### src/rtl/ps2_kbd_port.sv
// PS/2 keyboard port: queues scancode events from the ps2 decoder in a FIFO and
// exposes DATA/STATUS registers plus a level interrupt to the 68000 bus.
module ps2_kbd_port #(
    parameter int c_depth_bits = 4
) (
    input  logic        clk,
    input  logic        reset,
    input  logic [10:0] ps2_key,
    input  logic        cs,
    input  logic        rw,
    input  logic [1:0]  addr,
    input  logic        lb,
    input  logic [7:0]  din,
    output logic [15:0] dout,
    output logic        irq
);
    localparam int DEPTH = 1 << c_depth_bits;
    localparam logic [c_depth_bits-1:0] PTR_ONE = 1;
    localparam logic [c_depth_bits:0]   CNT_ONE = 1;

    logic [9:0]              mem [DEPTH];
    logic [c_depth_bits-1:0] rd_ptr;
    logic [c_depth_bits-1:0] wr_ptr;
    logic [c_depth_bits:0]   count;
    logic [c_depth_bits:0]   count_nxt;
    logic overflow, irq_en, pop_pend, tog_q, cs_q;
    logic acc_start, acc_end, push_req, reg_wr, flush, pop;
    logic full, nonempty, push_ok, ovf_set;

    always_comb begin
        acc_start = cs & ~cs_q;
        acc_end   = ~cs & cs_q;
        push_req  = ps2_key[10] ^ tog_q;
        reg_wr    = acc_start & ~rw & (addr == 2'd1) & lb;
        flush     = reg_wr & din[1];
        pop       = acc_end & pop_pend;
        // count only ever reaches DEPTH, so its top bit alone means full
        full      = count[c_depth_bits];
        nonempty  = |count;
        // a pop in the same cycle frees the slot a full FIFO needs
        push_ok   = push_req & (~full | pop) & ~flush;
        ovf_set   = push_req & full & ~pop & ~flush;

        count_nxt = count;
        if (flush)
            count_nxt = '0;
        else if (push_ok & ~pop)
            count_nxt = count + CNT_ONE;
        else if (pop & ~push_ok)
            count_nxt = count - CNT_ONE;
    end

    always_ff @(posedge clk) begin
        tog_q <= ps2_key[10];
        if (reset) begin
            rd_ptr   <= '0;
            wr_ptr   <= '0;
            count    <= '0;
            overflow <= 1'b0;
            irq_en   <= 1'b0;
            pop_pend <= 1'b0;
            cs_q     <= 1'b1;
            irq      <= 1'b0;
        end else begin
            cs_q  <= cs;
            count <= count_nxt;
            irq   <= irq_en & nonempty;
            if (flush) begin
                rd_ptr <= '0;
                wr_ptr <= '0;
            end else begin
                if (push_ok) wr_ptr <= wr_ptr + PTR_ONE;
                if (pop)     rd_ptr <= rd_ptr + PTR_ONE;
            end
            if (reg_wr) irq_en <= din[0];
            overflow <= (overflow & ~(reg_wr & din[2])) | ovf_set;
            if (flush | pop)
                pop_pend <= 1'b0;
            else if (acc_start & rw & (addr == 2'd0) & nonempty)
                pop_pend <= 1'b1;
        end
    end

    always_ff @(posedge clk) begin
        if (push_ok & ~reset) mem[wr_ptr] <= ps2_key[9:0];
    end

    always_comb begin
        dout = '0;
        if (cs) begin
            case (addr)
                2'd0: begin
                    dout[15] = nonempty;
                    dout[14] = overflow;
                    if (nonempty) dout[9:0] = mem[rd_ptr];
                end
                2'd1: begin
                    dout[15] = nonempty;
                    dout[14] = overflow;
                    dout[13] = irq_en;
                    dout[c_depth_bits:0] = count;
                end
                default: dout = '0;
            endcase
        end
    end
endmodule

### config.mk
export PLATFORM = sky130hd
export DESIGN_NAME = ps2_kbd_port
export DESIGN_NICKNAME = d
export VERILOG_FILES = /design/src/rtl/ps2_kbd_port.sv
export SDC_FILE = /design/constraint.sdc
export NUM_CORES = 1
export LEC_CHECK = 0
export CORE_MARGIN = 4
export CORE_UTILIZATION = 55
export CTS_BUF_LIST = sky130_fd_sc_hd__clkbuf_8
export DETAILED_ROUTE_END_ITERATION = 8
export PLACE_DENSITY = 0.74
export REMOVE_ABC_BUFFERS = 1
export SLEW_MARGIN = 5
export SYNTH_ARGS = -nofsm -noshare
export SYNTH_HDL_FRONTEND = slang
export SYNTH_SLANG_ARGS = --single-unit
### constraint.sdc
create_clock -name clk -period 5.2 [get_ports clk]
set_input_delay 1.04 -clock clk [delete_from_list [all_inputs] [get_ports clk]]
set_output_delay 1.04 -clock clk [all_outputs]
set_load 0.1 [all_outputs]
==> impl_summary.log <==
INFO  metric postSynthAreaPerCell = roughly 18 sq um
INFO  metric number_of_vias_in_the_routed_layout = around 3800
INFO  metric fin_skew = approximately 0.011 ns
INFO  metric use_met1 = just under 30%
INFO  metric hold_buffers = 0
INFO  metric globalRouteMet3Util = 5.00%
INFO  metric mostFrequentLayoutCells = edfxtp_1 (160), mux4_2 (39), buf_4 (32)
INFO  metric wl = ~15 mm
INFO  metric setup_repair_after_global_routing_missed_its_margin = false
INFO  metric cts.reportedPaths.clkPinSlew = ~0.090 ns
INFO  metric yosysWarningCount = 0
INFO  metric syn_inst = between 400 and 500
INFO  metric outcome = finished clean
INFO  metric hold_slack = 0.479 ns
INFO  metric postCtsSetupRepairBufs = 0
INFO  metric post_synthesis_sequential_element_count = between 150 and 200
INFO  metric post-route-min-period = about 4 ns
INFO  metric grt_antenna_before_repair = 0
INFO  metric preCtsSetupSlack = approximately 1.2 ns
INFO  metric netlist-cell-type-count = 43
INFO  metric setup_viol = 0
INFO  metric first_global_vias = 3775
INFO  metric detail_route.drc_violations = 0
INFO  metric power_density = roughly 370 nW/um^2
INFO  metric p_int = approximately 2.4 mW
INFO  metric cts.path.max_buffers = 2
INFO  metric sum_of_overflow_across_all_layers_after_global_routing = 0
INFO  metric path_max_fanout = 24
INFO  metric dominantRegCellSynth = edfxtp_1
INFO  metric critPathMaxStageDelay = ~0.87 ns
INFO  metric startpoint_type = register
INFO  metric seqPwrFrac = around 53%
INFO  metric core-area = between 10000 and 15000 sq um
INFO  metric most_common_library_cell_in_the_layout_ignoring_fill_and_taps = edfxtp_1
INFO  metric final-max-slew-violation-count = 0
INFO  metric cp.arrival = approximately 3 ns
INFO  metric worst_slack = between 1 and 1.5 ns
INFO  metric maxCapViolCount = 0
INFO  metric worstPathRequired = 4.16 ns
INFO  metric synth-edff-count = 160
INFO  metric gp_congestion = roughly 0.76
INFO  metric worst_margin_slew = between 0.9 and 1 ns
INFO  metric numClockSinks = 183
INFO  metric drive_gt1_share = roughly a quarter
INFO  metric cp-end-kind = output port
INFO  metric design.final.nets = ~500
INFO  metric row_count = 42
INFO  metric max_slew_margin = about a third
INFO  metric crit_path_cell_trace = mux4_1 -> mux4_2 -> inv_1 -> o21ai_1 -> buf_4
INFO  metric fmaxAchievable = between 200 and 300 MHz
INFO  metric design.die.area = approximately 15000 sq um
INFO  metric final.fill_count = just under 900
INFO  metric cts-buffers-inserted = 17
INFO  metric grt_max_degree = 31
INFO  metric n_antenna_cell = 0
INFO  metric ios = between 40 and 50
INFO  metric synth_area_leaders = edfxtp_1 (65%), mux4_2 (12%), dfxtp_1 (6.2%)
INFO  metric share_of_the_clock_period_used_by_the_worst_path = roughly three quarters
INFO  metric p_leak = between 2 and 3 nW
INFO  metric clock_tree_from_tritoncts = built
INFO  metric wl_per_cell = between 20 and 25 um
INFO  metric post-layout-total-power = between 3 and 4 mW
INFO  metric globalRouteMet2Util = approximately 33%
INFO  metric switchingPower = between 700 and 800 uW
INFO  metric final.setup.tns = 0 ns
INFO  metric worstPathBufferInverterCount = 2
INFO  metric worst_hold_path_type = register to register
INFO  metric cts-htree-levels = 4
INFO  metric postCtsResizedCells = 0
INFO  metric synth_top_cell_by_area = edfxtp_1
INFO  metric synthesis_to_finish_area_growth = 15.4%
INFO  metric horiz_die_dim = between 100 and 150 um
INFO  metric pwr-share-clk = 34.9%
INFO  metric clock-root-buffer = clkbuf_8
INFO  metric port_buf_inserts = 34
INFO  metric final_hold_viol_count = 0
INFO  metric global_router_s_overall_resource_usage = 20.7%
INFO  metric grt_pass1_wl = ~22 mm
INFO  metric ys_async_sr_fraction = 0%
INFO  metric clock_insertion_delay_worst_skew = around 0.46 ns
INFO  metric grt_busiest_layer = met2
INFO  metric die-height = around 120 um
INFO  metric effective_utilization_at_floorplan = a little under three fifths
INFO  metric synth_area = about 7400 sq um
INFO  metric synth_largest_type_area_fraction = 65.2%
INFO  metric cpMaxStageDelayCell = dfxtp_2
INFO  metric path_delay_family = multiplexers
INFO  metric detailed_place_hpwl = ~8.9 mm
INFO  metric ys_seq_area_share = a little under three quarters
INFO  metric detailed_routing_iteration_count_for_the_pre_antenna_repair_pass = 7
INFO  metric via_per_inst = slightly below 6
INFO  metric vdd.ir_drop.worst = 0.000364 V
INFO  metric ant_nets = 0
INFO  metric drt_iter0_markers = about 440
INFO  metric power_frac_comb = between 10% and 20%
INFO  metric swShare = between 20% and 30%
INFO  metric critPathKind = register to output port
==> area by class of cell <==
class / count / area, sq um / area share, %
Multi-Input combinational cell: 187 / 1940 / 22.8
Timing Repair Buffer: 58 / 551 / 6.47
Clock buffer: 17 / 234 / 2.75
Clock inverter: 15 / 238 / 2.79
Inverter: 15 / 56.3 / 0.662
Sequential cell: 183 / 5270 / 61.9
Tap cell: 176 / 220 / 2.59
==> path summary, 6_finish.rpt <==
kind | start | endpoint | slack (ns) | cells after the start
max reg2reg | cs_q$_SDFF_PP1_ | count[4]$_SDFFE_PP0P_ | 2.40 | 10
min | irq_en$_SDFFE_PP0N_ | irq_en$_SDFFE_PP0N_ | 0.48 | 2
max | register | dout[1] | 1.22 | 5
min reg2reg | irq_en$_SDFFE_PP0N_ | irq_en$_SDFFE_PP0N_ | 0.48 | 2
==> registers in the layout, indices dropped and copies added, names as in the netlist, named ones only <==
name	count
irq	1
irq_en	1
count	5
overflow	1
tog_q	1
mem	160
cs_q	1
rd_ptr	4
pop_pend	1
wr_ptr	4
==> cell usage after synthesis (2+ instances only) <==
master / instances
edfxtp_1: 160
a2111oi_0: 2
inv_1: 15
nor2_1: 31
mux4_2: 39
a21oi_1: 5
nand2_1: 15
a211oi_1: 10
buf_4: 5
and2_1: 3
nor2b_1: 7
a31oi_1: 2
xnor2_1: 3
buf_2: 4
or3_1: 3
ha_1: 9
o21ai_0: 3
o21ai_1: 5
xor2_1: 2
a211o_1: 2
mux2i_1: 9
nand4_1: 4
clkbuf_1: 12
a21o_1: 2
dfxtp_1: 23
nor3b_1: 3
mux4_1: 6
nand3_1: 6
==> per-layer routing <==
metal / part of all wire [%] / wire length [um] / vias up
met1: 42 / 6210 / 1948
li1: - / - / 1719
met2: 49 / 7220 / 146
met4: 0.88 / 129 / 0
met3: 7.9 / 1170 / 14
met5: 0 / 0 / -
==> per-stage QoR <==
stage	util (%)	instance area (sq um)	std cells
3_3_place_gp	60.9	8040	619
5_1_grt	64.5	8510	651
4_1_cts	64.5	8510	651
6_report	64.5	8510	651
2_1_floorplan	-	7260	385
3_5_place_dp	60.9	8040	619
==> worst min-delay path: stages (launching register included) <==
cell	delay, ns
dfxtp_1	0.33
nand2_1	0.06
a21oi_1	0.05
==> power by group through the flow <==
stage	sequential (mW)	clock (mW)	combinational (mW)
global placement	1.70	0	0.363
global route	1.67	1.19	0.410
finish	1.67	1.10	0.376
CTS	1.67	1.12	0.377
detailed placement	1.70	0	0.376
floorplan	1.70	0	0.263
==> logic make-up (layout without fill, tap and decap cells) <==
group	Yosys count	count (layout)	synth area share (%)
adder cells (fa/ha/maj)	10	10	1.80
buffers and inverters	37	105	2.31
flip-flops	183	183	71.4
other	1	3	0.0509
AO/OA/AOI/OAI	37	37	3.41
multiplexers	54	54	15.3
XOR/XNOR	5	5	0.594
AND/OR/NAND/NOR	78	78	5.13
(Power assumes the default switching activity.)
